**config.mk**
```make
export PLATFORM = sky130hd
export DESIGN_NAME = pll_dri_master
export DESIGN_NICKNAME = d
export VERILOG_FILES = /design/src/rtl/pll_dri_master.sv
export SDC_FILE = /design/constraint.sdc
export NUM_CORES = 1
export LEC_CHECK = 0
export ABC_AREA = 0
export CAP_MARGIN = 5
export CORE_MARGIN = 2
export CORE_UTILIZATION = 50
export CTS_CLUSTER_DIAMETER = 100
export DETAILED_ROUTE_END_ITERATION = 7
export PLACE_DENSITY = 0.9
export SLEW_MARGIN = 40
export SYNTH_ARGS = -nofsm -noshare
export SYNTH_HDL_FRONTEND = slang
export SYNTH_SLANG_ARGS = --single-unit
```
**constraint.sdc**
```tcl
create_clock -name CLK -period 3.04 [get_ports CLK]
set_input_delay 0.456 -clock CLK [delete_from_list [all_inputs] [get_ports CLK]]
set_output_delay 0.456 -clock CLK [all_outputs]
set_load 0.05 [all_outputs]
```
**src/rtl/pll_dri_master.sv**
```systemverilog
// pll_dri_master: command-driven master for a PLL dynamic reconfiguration
// interface (DRI). Supports reads and masked writes (read-modify-write);
// an all-ones mask skips the read phase. Every DRI handshake and the optional
// lock wait are bounded by TIMEOUT_CYC cycles, and a timeout is reported
// through RSP_ERR.
// Optional feature: define PLL_DRI_LOCK_WAIT_EN to wait for PLL_LOCK after a
// write before responding. Without the macro PLL_LOCK is ignored.
module pll_dri_master #(
  parameter int unsigned TIMEOUT_CYC = 255
) (
  input  logic        CLK,
  input  logic        ARST_N,
  input  logic        CMD_VALID,
  output logic        CMD_READY,
  input  logic        CMD_WR,
  input  logic [8:0]  CMD_ADDR,
  input  logic [31:0] CMD_WDATA,
  input  logic [31:0] CMD_MASK,
  output logic        RSP_VALID,
  output logic [31:0] RSP_RDATA,
  output logic        RSP_ERR,
  output logic        BUSY,
  output logic [10:0] DRI_CTRL,
  output logic [32:0] DRI_WDATA,
  input  logic [32:0] DRI_RDATA,
  input  logic        PLL_LOCK
);

  typedef enum logic [2:0] {IDLE, RD, WR, LOCK_WAIT, RSP} state_t;

  // The last count value before the wait limit is reached.
  localparam logic [15:0] TMO_LAST = 16'(TIMEOUT_CYC - 1);

  state_t      state;
  logic [15:0] cnt;
  logic        wr_q;
  logic [8:0]  addr_q;
  logic [31:0] wdata_q;
  logic [31:0] mask_q;

  logic ack;
  logic req;
  assign ack = DRI_RDATA[32];
  assign req = DRI_CTRL[10];

`ifndef PLL_DRI_LOCK_WAIT_EN
  logic unused_pll_lock;
  assign unused_pll_lock = PLL_LOCK;
`endif

  // Transaction FSM. All outputs are registered. REQ is released in the
  // cycle after the ack. ADDR and WDATA stay constant while REQ is high.
  always_ff @(posedge CLK or negedge ARST_N) begin
    if (!ARST_N) begin
      state     <= IDLE;
      cnt       <= '0;
      wr_q      <= 1'b0;
      addr_q    <= '0;
      wdata_q   <= '0;
      mask_q    <= '0;
      CMD_READY <= 1'b0;
      RSP_VALID <= 1'b0;
      RSP_RDATA <= '0;
      RSP_ERR   <= 1'b0;
      BUSY      <= 1'b0;
      DRI_CTRL  <= '0;
      DRI_WDATA <= '0;
    end else begin
      case (state)
        IDLE: begin
          if (CMD_VALID && CMD_READY) begin
            wr_q      <= CMD_WR;
            addr_q    <= CMD_ADDR;
            wdata_q   <= CMD_WDATA;
            mask_q    <= CMD_MASK;
            CMD_READY <= 1'b0;
            BUSY      <= 1'b1;
            cnt       <= '0;
            if (CMD_WR && (&CMD_MASK)) begin
              state     <= WR;
              DRI_CTRL  <= {1'b1, 1'b1, CMD_ADDR};
              DRI_WDATA <= {1'b0, CMD_WDATA};
            end else begin
              state    <= RD;
              DRI_CTRL <= {1'b1, 1'b0, CMD_ADDR};
            end
          end else begin
            CMD_READY <= 1'b1;
          end
        end

        RD: begin
          if (req && ack) begin
            DRI_CTRL[10] <= 1'b0;
            if (wr_q) begin
              // Merge: unmasked bits keep the current register value.
              state     <= WR;
              cnt       <= '0;
              DRI_WDATA <= {1'b0, (DRI_RDATA[31:0] & ~mask_q) | (wdata_q & mask_q)};
            end else begin
              state     <= RSP;
              RSP_VALID <= 1'b1;
              RSP_RDATA <= DRI_RDATA[31:0];
              RSP_ERR   <= 1'b0;
            end
          end else if (cnt == TMO_LAST) begin
            DRI_CTRL[10] <= 1'b0;
            state        <= RSP;
            RSP_VALID    <= 1'b1;
            RSP_RDATA    <= '0;
            RSP_ERR      <= 1'b1;
          end else begin
            cnt <= cnt + 16'd1;
          end
        end

        WR: begin
          if (!req) begin
            // After a read phase, REQ stays low for one cycle and then
            // the write request is raised with the merged data.
            DRI_CTRL <= {1'b1, 1'b1, addr_q};
          end else if (ack) begin
            DRI_CTRL[10] <= 1'b0;
            RSP_RDATA    <= DRI_WDATA[31:0];
`ifdef PLL_DRI_LOCK_WAIT_EN
            state <= LOCK_WAIT;
            cnt   <= '0;
`else
            state     <= RSP;
            RSP_VALID <= 1'b1;
            RSP_ERR   <= 1'b0;
`endif
          end else if (cnt == TMO_LAST) begin
            DRI_CTRL[10] <= 1'b0;
            state        <= RSP;
            RSP_VALID    <= 1'b1;
            RSP_RDATA    <= '0;
            RSP_ERR      <= 1'b1;
          end else begin
            cnt <= cnt + 16'd1;
          end
        end

`ifdef PLL_DRI_LOCK_WAIT_EN
        LOCK_WAIT: begin
          // The first cycle here is never accepted, so at least two cycles
          // pass before the response.
          if ((cnt != 16'd0) && PLL_LOCK) begin
            state     <= RSP;
            RSP_VALID <= 1'b1;
            RSP_ERR   <= 1'b0;
          end else if (cnt == TMO_LAST) begin
            state     <= RSP;
            RSP_VALID <= 1'b1;
            RSP_ERR   <= 1'b1;
          end else begin
            cnt <= cnt + 16'd1;
          end
        end
`endif

        RSP: begin
          RSP_VALID <= 1'b0;
          BUSY      <= 1'b0;
          CMD_READY <= 1'b1;
          state     <= IDLE;
        end

        default: begin
          state     <= IDLE;
          RSP_VALID <= 1'b0;
          BUSY      <= 1'b0;
          DRI_CTRL  <= '0;
        end
      endcase
    end
  end

endmodule

```
Yosys cells after proc, flatten, opt, wreduce, memory -nomap -nowiden
Cells that the tools add are included.
Widths: inputs -> output; s select.
- word-level logic and storage cells: 109
- input bits: 111
- output and inout port bits: 80
- flip-flop bits (word level): 173
- $add $sub $neg: 1
- muxes and demuxes: 52
- equal/unequal tests: 14
- bitwise gates (word level): 8
- reductions and logical operators: 20
- operators by type and width (cell ; number):
    $mux 32 ; 5
    $mux 33 ; 4
    $mux 16 ; 6
    $pmux 33 s2 ; 1
    $and 32x32->32 ; 2
    $pmux 32 s2 ; 1
    $pmux 16 s3 ; 1
    $not 32->32 ; 1
    $or 32x32->32 ; 1
    $reduce_and 32->1 ; 1
    $pmux 10 s3 ; 1
    $mux 10 ; 2
    $mux 3 ; 6
    $mux 1 ; 17
    $add 16x1->16 const B ; 1
    $eq 16x8->1 const B ; 1
    $ne 2x2->1 const B ; 7
    $reduce_and 3->1 ; 4
    $mux 11 ; 1
    $reduce_and 5->1 ; 2
    $ne 3x3->1 const B ; 3
    $pmux 3 s3 ; 1
    $pmux 1 s2 ; 3
    $reduce_and 2->1 ; 3
    12 further kinds ; 20

Longest topological paths before layout
Gate-level depths: netlist (run 1).
- word-level depth: 6
- depth in mapped cells: 9
- depth with buffers taken out: 7

Worst setup path before layout (run 1)
OpenSTA, ideal clock, no wires.
- path type: reg-to-reg
- start: register cnt[12]
- end: register RSP_RDATA[10]
- required time: 2.909 ns
- path buffers: 2
- data arrival time: 1.941 ns
- setup time: 0.131 ns
- stages on the path, launching flop included: 8
- setup slack: 0.968 ns
- period minus slack after synthesis: 2.072 ns
- path through: dfrtp_1 > or4_1 > or4_1 > buf_6 > nand2b_4 > nand2_4 > buf_6 > o2bb2ai_1
- cells in the longest elaborated chain, start to end: 5
- elaborated cells on any way between the ends: 6
- classes of those cells: eq/ne: 1; mux: 5
- ends and longest elaborated chain (item ; RTL line ; source):
    start, declared ; 35 ; logic [15:0] cnt;
    start signal, assigned ; 113 ; cnt <= cnt + 16'd1;
    start signal, assigned ; 140 ; cnt <= cnt + 16'd1;
    $eq 16x8->1 (*) ; 106, 133 ;
    $mux 32 (*) ; -- ;
    $mux 32 (2 in a row) ; -- ;
    $pmux 32 s2 (*) ; -- ;
    end signal, assigned ; 103 ; RSP_RDATA <= DRI_RDATA[31:0];
    end signal, assigned ; 124 ; RSP_RDATA <= DRI_WDATA[31:0];
    end, declared ; 20 ; output logic [31:0] RSP_RDATA,
Mark *: on every way between the ends. The rest lies on a longest branch, timed or not. The select of a mux whose other input is x is not followed.
A chain may end at the register's enable or synchronous reset.

Worst setup path in the final report (run 1)
- start: register cnt[12]
- end: register RSP_RDATA[18]
Same word-level chain as after synthesis.

==> flow_results.xml, run 1 <==
<?xml version="1.0" encoding="UTF-8"?>
<metrics>
  <group name="outcome">
    <metric name="run_status" unit="">finished, final reports clean</metric>
  </group>
  <group name="detailed_routing">
    <metric name="routed-via-count" unit="">6288</metric>
    <metric name="final_antenna_net_count" unit="">0</metric>
    <metric name="drt_drc" unit="">0</metric>
    <metric name="routed_wirelength" unit="mm">21.7</metric>
    <metric name="detailedRoute.firstPassIterationCount" unit="">5</metric>
    <metric name="wl_per_cell" unit="um">19.7</metric>
    <metric name="via_per_inst" unit="">5.71</metric>
    <metric name="drt_iter0_markers" unit="">370</metric>
  </group>
  <group name="power_and_ir_drop">
    <metric name="power_density" unit="nW/um^2">1210</metric>
    <metric name="vdd.ir_drop.worst" unit="mV">0.752</metric>
    <metric name="leakage" unit="nW">4.55</metric>
  </group>
  <group name="clock_tree">
    <metric name="tritoncts.num_buffers" unit="">17</metric>
    <metric name="h-tree-depth" unit="">4</metric>
    <metric name="post_cts_hold_buffer_count" unit="">0</metric>
    <metric name="cts_root_buffer" unit="">sky130_fd_sc_hd__clkbuf_16</metric>
    <metric name="clk_pin_slew_worst_paths" unit="ns">0.06</metric>
    <metric name="cts_num_sinks" unit="">172</metric>
    <metric name="cts_tree" unit="">yes</metric>
    <metric name="cts_resized" unit="">0</metric>
    <metric name="cts.repair_timing.setup_buffer_count" unit="">0</metric>
    <metric name="clkLatencyLatePin" unit="ns">0.42</metric>
    <metric name="ctsLongestPathBuffers" unit="">2</metric>
  </group>
  <group name="global_routing">
    <metric name="grt_remaining_overflow" unit="">0</metric>
    <metric name="grt.total_usage" unit="%">25.8</metric>
    <metric name="via_count_of_the_first_global_routing_pass" unit="">6557</metric>
    <metric name="grt_antenna_before_repair" unit="">0</metric>
    <metric name="first_pass_grt_wire_length" unit="mm">35.4</metric>
    <metric name="largest_net_degree_at_the_start_of_global_routing" unit="">78</metric>
  </group>
  <group name="sta">
    <metric name="final_count_of_pins_violating_max_slew" unit="">0</metric>
    <metric name="timing.final.crit_share" unit="%">82.8</metric>
    <metric name="timing.slew.headroom" unit="%">44.7</metric>
    <metric name="worstMarginPinSlew" unit="ns">0.821</metric>
    <metric name="finalSetupTns" unit="ns">0</metric>
    <metric name="timing.final.hold_violations" unit="">0</metric>
    <metric name="finalSetupViolations" unit="">0</metric>
    <metric name="skew" unit="ns">0.00842</metric>
    <metric name="max_clock_freq" unit="MHz">397</metric>
    <metric name="period_minus_slack" unit="ns">2.52</metric>
    <metric name="setup_repair_after_global_routing_missed_its_margin" unit="">false</metric>
  </group>
  <group name="worst_setup_path">
    <metric name="worst_setup_start_kind" unit="">register</metric>
    <metric name="path_class" unit="">register to register</metric>
    <metric name="worst_ep_required_time" unit="ns">3.32</metric>
    <metric name="worst_r2r_path_depth" unit="">5</metric>
    <metric name="path_max_fanout" unit="">33</metric>
    <metric name="critical_path.endpoint_type" unit="">register</metric>
    <metric name="worst_ep_arrival_time" unit="ns">2.80</metric>
  </group>
  <group name="placement">
    <metric name="numPlacedInstances" unit="">1071</metric>
    <metric name="numPortBuffers" unit="">188</metric>
    <metric name="routabilityCongestion" unit="">0.821</metric>
    <metric name="hpwl" unit="mm">14.1</metric>
  </group>
  <group name="logic_synthesis">
    <metric name="syn_nets" unit="">816</metric>
    <metric name="yosysWarnings" unit="">0</metric>
    <metric name="syn-instance-count" unit="">702</metric>
    <metric name="yosys_register_bits" unit="">172</metric>
    <metric name="synth_cell_type_count" unit="">49</metric>
    <metric name="synth_enable_flop_cells" unit="">0</metric>
    <metric name="synth_ff_type" unit="">sky130_fd_sc_hd__dfrtp_1</metric>
    <metric name="synth_area_per_cell" unit="sq um">11.6</metric>
    <metric name="mappedNetlistArea" unit="sq um">8150</metric>
    <metric name="synth.yosys.seq_area_share" unit="%">52.8</metric>
    <metric name="synth_async_sr_flop_share" unit="%">100</metric>
  </group>
  <group name="final_layout">
    <metric name="layout.cells.most_common" unit="">sky130_fd_sc_hd__clkdlybuf4s50_1</metric>
    <metric name="final_cell_mix" unit="">187 x sky130_fd_sc_hd__clkdlybuf4s50_1, 172 x sky130_fd_sc_hd__dfrtp_1, 116 x sky130_fd_sc_hd__mux2_2, 86 x sky130_fd_sc_hd__a21oi_1, 58 x sky130_fd_sc_hd__nor2_1</metric>
    <metric name="area_delta_synth_final" unit="%">32.9</metric>
    <metric name="multi_input_comb_area" unit="sq um">3600</metric>
    <metric name="fill_cell_instance_count_of_the_final_layout" unit="">1205</metric>
    <metric name="num-nets-final" unit="">988</metric>
    <metric name="drive_above_1_share" unit="%">19.0</metric>
    <metric name="insertedDiodeCount" unit="">0</metric>
    <metric name="finish.cell_count_without_fillers" unit="">1102</metric>
    <metric name="seqCellArea" unit="sq um">4300</metric>
  </group>
  <group name="job">
    <metric name="cap_viol_max_count" unit="">0</metric>
  </group>
  <group name="floorplanning">
    <metric name="top_level_ports" unit="">191</metric>
    <metric name="initial_utilization" unit="%">51.3</metric>
    <metric name="die_y" unit="um">132</metric>
    <metric name="design.core.area" unit="sq um">15900</metric>
    <metric name="std_cell_rows" unit="">46</metric>
    <metric name="fp.dieArea" unit="sq um">17300</metric>
    <metric name="die_w" unit="um">132</metric>
  </group>
  <group name="worst_hold_path">
    <metric name="min_path_type" unit="">primary input to asynchronous set/reset pin</metric>
  </group>
</metrics>
-- path summary, 6_finish.rpt --
check	start	slack, ns	end
worst max-delay path	cnt[12]	0.52	RSP_RDATA[18]
worst min-delay path	ARST_N	0.07	DRI_CTRL[7]
worst max register to register	cnt[12]	0.52	RSP_RDATA[18]
worst min register to register	RSP_RDATA[31]	0.49	RSP_RDATA[31]
max in group asynchronous	ARST_N	2.13	RSP_RDATA[16]
min in group CLK	RSP_RDATA[31]	0.49	RSP_RDATA[31]
-- synthesized netlist by cell type (3+ instances only) --
cell | instances | share of area, %
sky130_fd_sc_hd__dfrtp_1 | 172 | 53
sky130_fd_sc_hd__mux2_2 | 116 | 16
sky130_fd_sc_hd__a21oi_1 | 86 | 5.3
sky130_fd_sc_hd__nor2_1 | 59 | 2.7
sky130_fd_sc_hd__mux2i_1 | 43 | 5.3
sky130_fd_sc_hd__and3_1 | 33 | 2.5
sky130_fd_sc_hd__o2bb2ai_1 | 32 | 3.4
sky130_fd_sc_hd__clkbuf_1 | 23 | 1.1
sky130_fd_sc_hd__buf_2 | 14 | 0.86
sky130_fd_sc_hd__nand4_1 | 14 | 1.1
sky130_fd_sc_hd__nand3_1 | 12 | 0.74
sky130_fd_sc_hd__nand2_1 | 11 | 0.51
sky130_fd_sc_hd__o21ai_0 | 10 | 0.61
sky130_fd_sc_hd__or3_1 | 9 | 0.69
sky130_fd_sc_hd__inv_1 | 8 | 0.37
sky130_fd_sc_hd__buf_4 | 4 | 0.37
sky130_fd_sc_hd__buf_6 | 4 | 0.55
sky130_fd_sc_hd__nor3_1 | 4 | 0.25
sky130_fd_sc_hd__ha_1 | 3 | 0.46
sky130_fd_sc_hd__nand3b_1 | 3 | 0.28
sky130_fd_sc_hd__nor4_1 | 3 | 0.23
sky130_fd_sc_hd__or4_1 | 3 | 0.28
sky130_fd_sc_hd__xnor2_1 | 3 | 0.32
-- metal layers --
| metal | global-route usage, % | up-vias | wire length, um | part of all wire (%) |
|---|---|---|---|---|
| met5 | 0 | - | 0 | 0 |
| met4 | 7.25 | 0 | 282 | 1.3 |
| met3 | 5.98 | 18 | 1280 | 5.9 |
| met1 | 33.3 | 3159 | 9270 | 43 |
| met2 | 43.6 | 209 | 10900 | 50 |
| li1 | - | 2902 | - | - |
-- sequential cells by signal, indices dropped and copies added, names as in the netlist --
register / cells
wdata_q: 32
RSP_RDATA: 32
DRI_WDATA: 32
RSP_ERR: 1
DRI_CTRL: 11
BUSY: 1
addr_q: 9
state: 3
mask_q: 32
CMD_READY: 1
wr_q: 1
cnt: 16
RSP_VALID: 1
-- through the flow --
step	hold slack (ns)	util [%]	cell area (sq um)	setup WS, ns	power, mW
global route	0.127	68.2	10800	0.440	13.8
detailed placement	0.473	64.5	10200	0.143	10.9
global placement	0.470	64.5	10200	0.230	10.7
floorplan	0.160	-	8150	0.968	8.75
CTS	0.0852	68.2	10800	0.531	13.1
finish	0.0683	68.2	10800	0.523	13.1
-- power by group --
| part | internal, mW | total, mW | switching, mW |
|---|---|---|---|
| Combinational | 2.82 | 6.76 | 3.94 |
| Clock | 1.31 | 2.20 | 0.890 |
| Sequential | 3.36 | 4.13 | 0.765 |
-- cell type report --
| cell class | instances | share of cell area (%) |
|---|---|---|
| clock buffer | 20 | 4.12 |
| clock inverter | 11 | 1.32 |
| inverter | 8 | 0.277 |
| multi-input combinational | 475 | 33.3 |
| sequential | 172 | 39.7 |
| tap | 216 | 2.50 |
| timing repair buffer | 200 | 18.8 |
-- worst max-delay path: stages (launching register included) --
cell                        delay (ns)
sky130_fd_sc_hd__dfrtp_1          0.40
sky130_fd_sc_hd__or4_1            0.56
sky130_fd_sc_hd__or4_1            0.69
sky130_fd_sc_hd__nand2b_4         0.17
sky130_fd_sc_hd__nand2_4          0.29
sky130_fd_sc_hd__o2bb2ai_1        0.26
-- cells by family (layout without fill, tap and decap cells) --
| family | after synthesis | after routing | synth area share [%] |
|---|---|---|---|
| and+or+nand+nor | 165 | 165 | 10.8 |
| AOI/OAI and AO/OA | 142 | 142 | 10.7 |
| other | 1 | 1 | 0.0460 |
| muxes | 159 | 159 | 21.3 |
| DFF | 172 | 172 | 52.8 |
| xor gates and xnor gates | 5 | 5 | 0.537 |
| adders and majority gates | 3 | 3 | 0.461 |
| buffers and inverters | 55 | 239 | 3.30 |
Note: power is estimated with default switching activity, not from simulation.
==> run 2: changes to the inputs <==
--- a/config.mk
+++ b/config.mk
@@ -8,10 +8,10 @@
 export ABC_AREA = 0
 export CAP_MARGIN = 5
 export CORE_MARGIN = 2
-export CORE_UTILIZATION = 50
+export CORE_UTILIZATION = 45
 export CTS_CLUSTER_DIAMETER = 100
 export DETAILED_ROUTE_END_ITERATION = 7
-export PLACE_DENSITY = 0.9
+export PLACE_DENSITY = 0.86
 export SLEW_MARGIN = 40
 export SYNTH_ARGS = -nofsm -noshare
 export SYNTH_HDL_FRONTEND = slang
==> constraint.sdc (replaced) <==
create_clock -name CLK -period 2.2 [get_ports CLK]
set_input_delay 0.33 -clock CLK [delete_from_list [all_inputs] [get_ports CLK]]
set_output_delay 0.33 -clock CLK [all_outputs]
set_load 0.05 [all_outputs]
==> run 2 against run 1 <==
Non-clock buffer count is 44 higher. Utilization is 4.9 points lower. Critical path type unchanged. Final cell count is 5.1% higher.
==> flow_results.xml, run 2 (synthesis results as in run 1) <==
<?xml version="1.0" encoding="UTF-8"?>
<metrics>
  <group name="outcome">
    <metric name="run_status" unit="">finished, final reports clean</metric>
  </group>
  <group name="final_layout">
    <metric name="num-nets-final" unit="">1032</metric>
    <metric name="final_cell_mix" unit="">186 x sky130_fd_sc_hd__clkdlybuf4s50_1, 172 x sky130_fd_sc_hd__dfrtp_1, 116 x sky130_fd_sc_hd__mux2_2, 86 x sky130_fd_sc_hd__a21oi_1, 58 x sky130_fd_sc_hd__nor2_1</metric>
    <metric name="fin_area" unit="sq um">11300</metric>
    <metric name="fill_cell_instance_count_of_the_final_layout" unit="">1378</metric>
    <metric name="utilization" unit="%">63.3</metric>
    <metric name="drive_above_1_share" unit="%">23.0</metric>
    <metric name="area_delta_synth_final" unit="%">38.5</metric>
    <metric name="layout.cells.most_common" unit="">sky130_fd_sc_hd__clkdlybuf4s50_1</metric>
  </group>
  <group name="clock_tree">
    <metric name="tritoncts.num_buffers" unit="">17</metric>
    <metric name="cts_root_buffer" unit="">sky130_fd_sc_hd__clkbuf_16</metric>
    <metric name="clkLatencyLatePin" unit="ns">0.42</metric>
    <metric name="h-tree-depth" unit="">4</metric>
    <metric name="cts_tree" unit="">yes</metric>
    <metric name="cts.repair_timing.setup_buffer_count" unit="">0</metric>
    <metric name="clk_pin_slew_worst_paths" unit="ns">0.06</metric>
    <metric name="ctsLongestPathBuffers" unit="">2</metric>
    <metric name="cts_num_sinks" unit="">172</metric>
  </group>
  <group name="floorplanning">
    <metric name="std_cell_rows" unit="">49</metric>
    <metric name="fp.dieArea" unit="sq um">19200</metric>
    <metric name="top_level_ports" unit="">191</metric>
    <metric name="die_w" unit="um">139</metric>
    <metric name="design.core.area" unit="sq um">17800</metric>
    <metric name="initial_utilization" unit="%">45.7</metric>
    <metric name="die_y" unit="um">139</metric>
  </group>
  <group name="global_routing">
    <metric name="via_count_of_the_first_global_routing_pass" unit="">6655</metric>
    <metric name="grt_remaining_overflow" unit="">0</metric>
    <metric name="largest_net_degree_at_the_start_of_global_routing" unit="">68</metric>
    <metric name="grt_antenna_before_repair" unit="">1</metric>
    <metric name="grt.total_usage" unit="%">23.9</metric>
    <metric name="first_pass_grt_wire_length" unit="mm">36.3</metric>
  </group>
  <group name="detailed_routing">
    <metric name="detailedRoute.firstPassIterationCount" unit="">5</metric>
    <metric name="wl_per_cell" unit="um">19.5</metric>
    <metric name="routed_wirelength" unit="mm">22.6</metric>
    <metric name="drt_iter0_markers" unit="">363</metric>
    <metric name="drt_drc" unit="">0</metric>
    <metric name="via_per_inst" unit="">5.62</metric>
    <metric name="final_antenna_net_count" unit="">0</metric>
    <metric name="routed-via-count" unit="">6503</metric>
  </group>
  <group name="worst_setup_path">
    <metric name="cpLargestDelayFamily" unit="">simple AND/OR/NAND/NOR gates</metric>
    <metric name="path_max_fanout" unit="">8</metric>
    <metric name="slack_of_the_worst_reg_to_reg_path" unit="ns">0.13</metric>
    <metric name="library_cell_contributing_the_largest_single_delay_on_the_critical_path" unit="">sky130_fd_sc_hd__or4_4</metric>
    <metric name="crit_chain" unit="">or4_4 -&gt; or4_4 -&gt; buf_4 -&gt; nand3_4 -&gt; mux2i_1 -&gt; nor2_1</metric>
    <metric name="start_point_of_the_critical_path" unit="">cnt[12]</metric>
    <metric name="worst_ep_required_time" unit="ns">2.51</metric>
    <metric name="path_class" unit="">register to register</metric>
    <metric name="worst_r2r_endpoint" unit="">cnt[1]</metric>
    <metric name="timing.critical_path.buf_inv" unit="">1</metric>
    <metric name="worst_r2r_path_depth" unit="">6</metric>
    <metric name="cpPeakStageDelay" unit="ns">0.55</metric>
    <metric name="r2r-start" unit="">cnt[12]</metric>
    <metric name="worst_setup_start_kind" unit="">register</metric>
    <metric name="worst_ep_arrival_time" unit="ns">2.38</metric>
    <metric name="critical_path.endpoint_type" unit="">register</metric>
    <metric name="worst_path_most_repeated_cell" unit="">sky130_fd_sc_hd__or4_4</metric>
  </group>
  <group name="placement">
    <metric name="numPortBuffers" unit="">188</metric>
    <metric name="routabilityCongestion" unit="">0.850</metric>
    <metric name="hpwl" unit="mm">15.7</metric>
    <metric name="place_area" unit="sq um">10700</metric>
  </group>
  <group name="sta">
    <metric name="timing.slew.headroom" unit="%">60.7</metric>
    <metric name="finalSetupViolations" unit="">0</metric>
    <metric name="max_clock_freq" unit="MHz">482</metric>
    <metric name="setup_repair_after_global_routing_missed_its_margin" unit="">false</metric>
    <metric name="period_minus_slack" unit="ns">2.07</metric>
    <metric name="timing.final.hold_violations" unit="">0</metric>
    <metric name="worstMarginPinSlew" unit="ns">0.588</metric>
    <metric name="skew" unit="ns">0.00895</metric>
    <metric name="final_count_of_pins_violating_max_slew" unit="">0</metric>
    <metric name="timing.final.crit_share" unit="%">94.3</metric>
  </group>
  <group name="worst_hold_path">
    <metric name="min_path_type" unit="">primary input to asynchronous set/reset pin</metric>
  </group>
  <group name="power_and_ir_drop">
    <metric name="p_switching" unit="mW">7.81</metric>
    <metric name="vdd.ir_drop.worst" unit="mV">0.967</metric>
    <metric name="power_density" unit="nW/um^2">1640</metric>
    <metric name="leakage" unit="nW">4.79</metric>
    <metric name="power.share.sequential" unit="%">30.7</metric>
    <metric name="swShare" unit="%">42.1</metric>
    <metric name="clock_power_share" unit="%">16.0</metric>
    <metric name="intPower" unit="mW">10.7</metric>
    <metric name="comb_power_share" unit="%">53.3</metric>
  </group>
  <group name="job">
    <metric name="cap_viol_max_count" unit="">0</metric>
  </group>
</metrics>
==> run 2: changes by cell type in the layout (fill, tap and decap cells not counted), moves of 2 or more <==
cell	previous run	this run
sky130_fd_sc_hd__clkinv_2	4	0
sky130_fd_sc_hd__buf_4	7	44
sky130_fd_sc_hd__buf_12	5	12
sky130_fd_sc_hd__clkbuf_8	1	4
sky130_fd_sc_hd__or4_4	0	2
sky130_fd_sc_hd__or4_1	3	1
==> run 2: worst reg2reg max path, stage by stage (launching register included) <==
cell and delay, ns:
sky130_fd_sc_hd__dfrtp_1 0.38, sky130_fd_sc_hd__or4_4 0.55, sky130_fd_sc_hd__or4_4 0.49, sky130_fd_sc_hd__buf_4 0.19, sky130_fd_sc_hd__nand3_4 0.10, sky130_fd_sc_hd__mux2i_1 0.20, sky130_fd_sc_hd__nor2_1 0.05
==> run 2: metrics by stage <==
stage	setup TNS [ns]	hold slack [ns]	setup WS [ns]	power (mW)	cells
after floorplan	0	0.0344	0.128	12.1	702
after global placement	-8.84	0.342	-0.288	15.3	1127
after detailed placement	-10.15	0.353	-0.332	15.6	1127
after CTS	0	0.470	0.0365	18.6	1157
after global routing	0	0.503	0.00236	19.5	1158
final	0	0.461	0.125	18.6	1158
==> run 2: what timing repair did <==
item / in CTS / in global routing
pin swaps: 0 / 1
hold endpoints to repair: 51 / 0
hold buffers: 1 / 0
gates resized for setup: 2 / 4
setup endpoints to repair: 23 / 26
==> run 2: power by group through the flow <==
stage          Sequential, mW  Combinational, mW  Clock [mW]
2_1_floorplan            7.80               4.30           0
6_report                 5.70               9.89        2.96
3_3_place_gp             5.64               9.61           0
5_1_grt                  5.87               10.5        3.16
3_5_place_dp             5.71               9.86           0
4_1_cts                  5.69               9.91        3.03
==> run 2: worst max-delay path by stage <==
stage / to / depth (start not counted)
floorplan: RSP_RDATA[10] / 7
global placement: DRI_WDATA[24] / 7
detailed placement: DRI_WDATA[12] / 8
CTS: cnt[1] / 6
global route: cnt[15] / 5
finish: cnt[1] / 6
==> run 2: metal layers <==
| metal | wire (um) | up-vias | part of all wire (%) | GRT usage, % |
|---|---|---|---|---|
| met2 | 11100 | 239 | 49 | 39.7 |
| li1 | - | 2994 | - | - |
| met3 | 1430 | 40 | 6.3 | 4.77 |
| met5 | 0 | - | 0 | 0 |
| met1 | 9470 | 3230 | 42 | 31.3 |
| met4 | 588 | 0 | 2.6 | 8.59 |
==> run 2: layout make-up <==
cell class                 instances  area, sq um  share of cell area [%]
multi-input combinational        475         3630                    32.2
timing repair buffer             244         2450                    21.7
clock inverter                     5         85.1                   0.754
inverter                           8         30.0                   0.266
antenna                            1         2.50                  0.0222
clock buffer                      24          492                    4.36
tap                              229          287                    2.54
sequential                       172         4300                    38.1
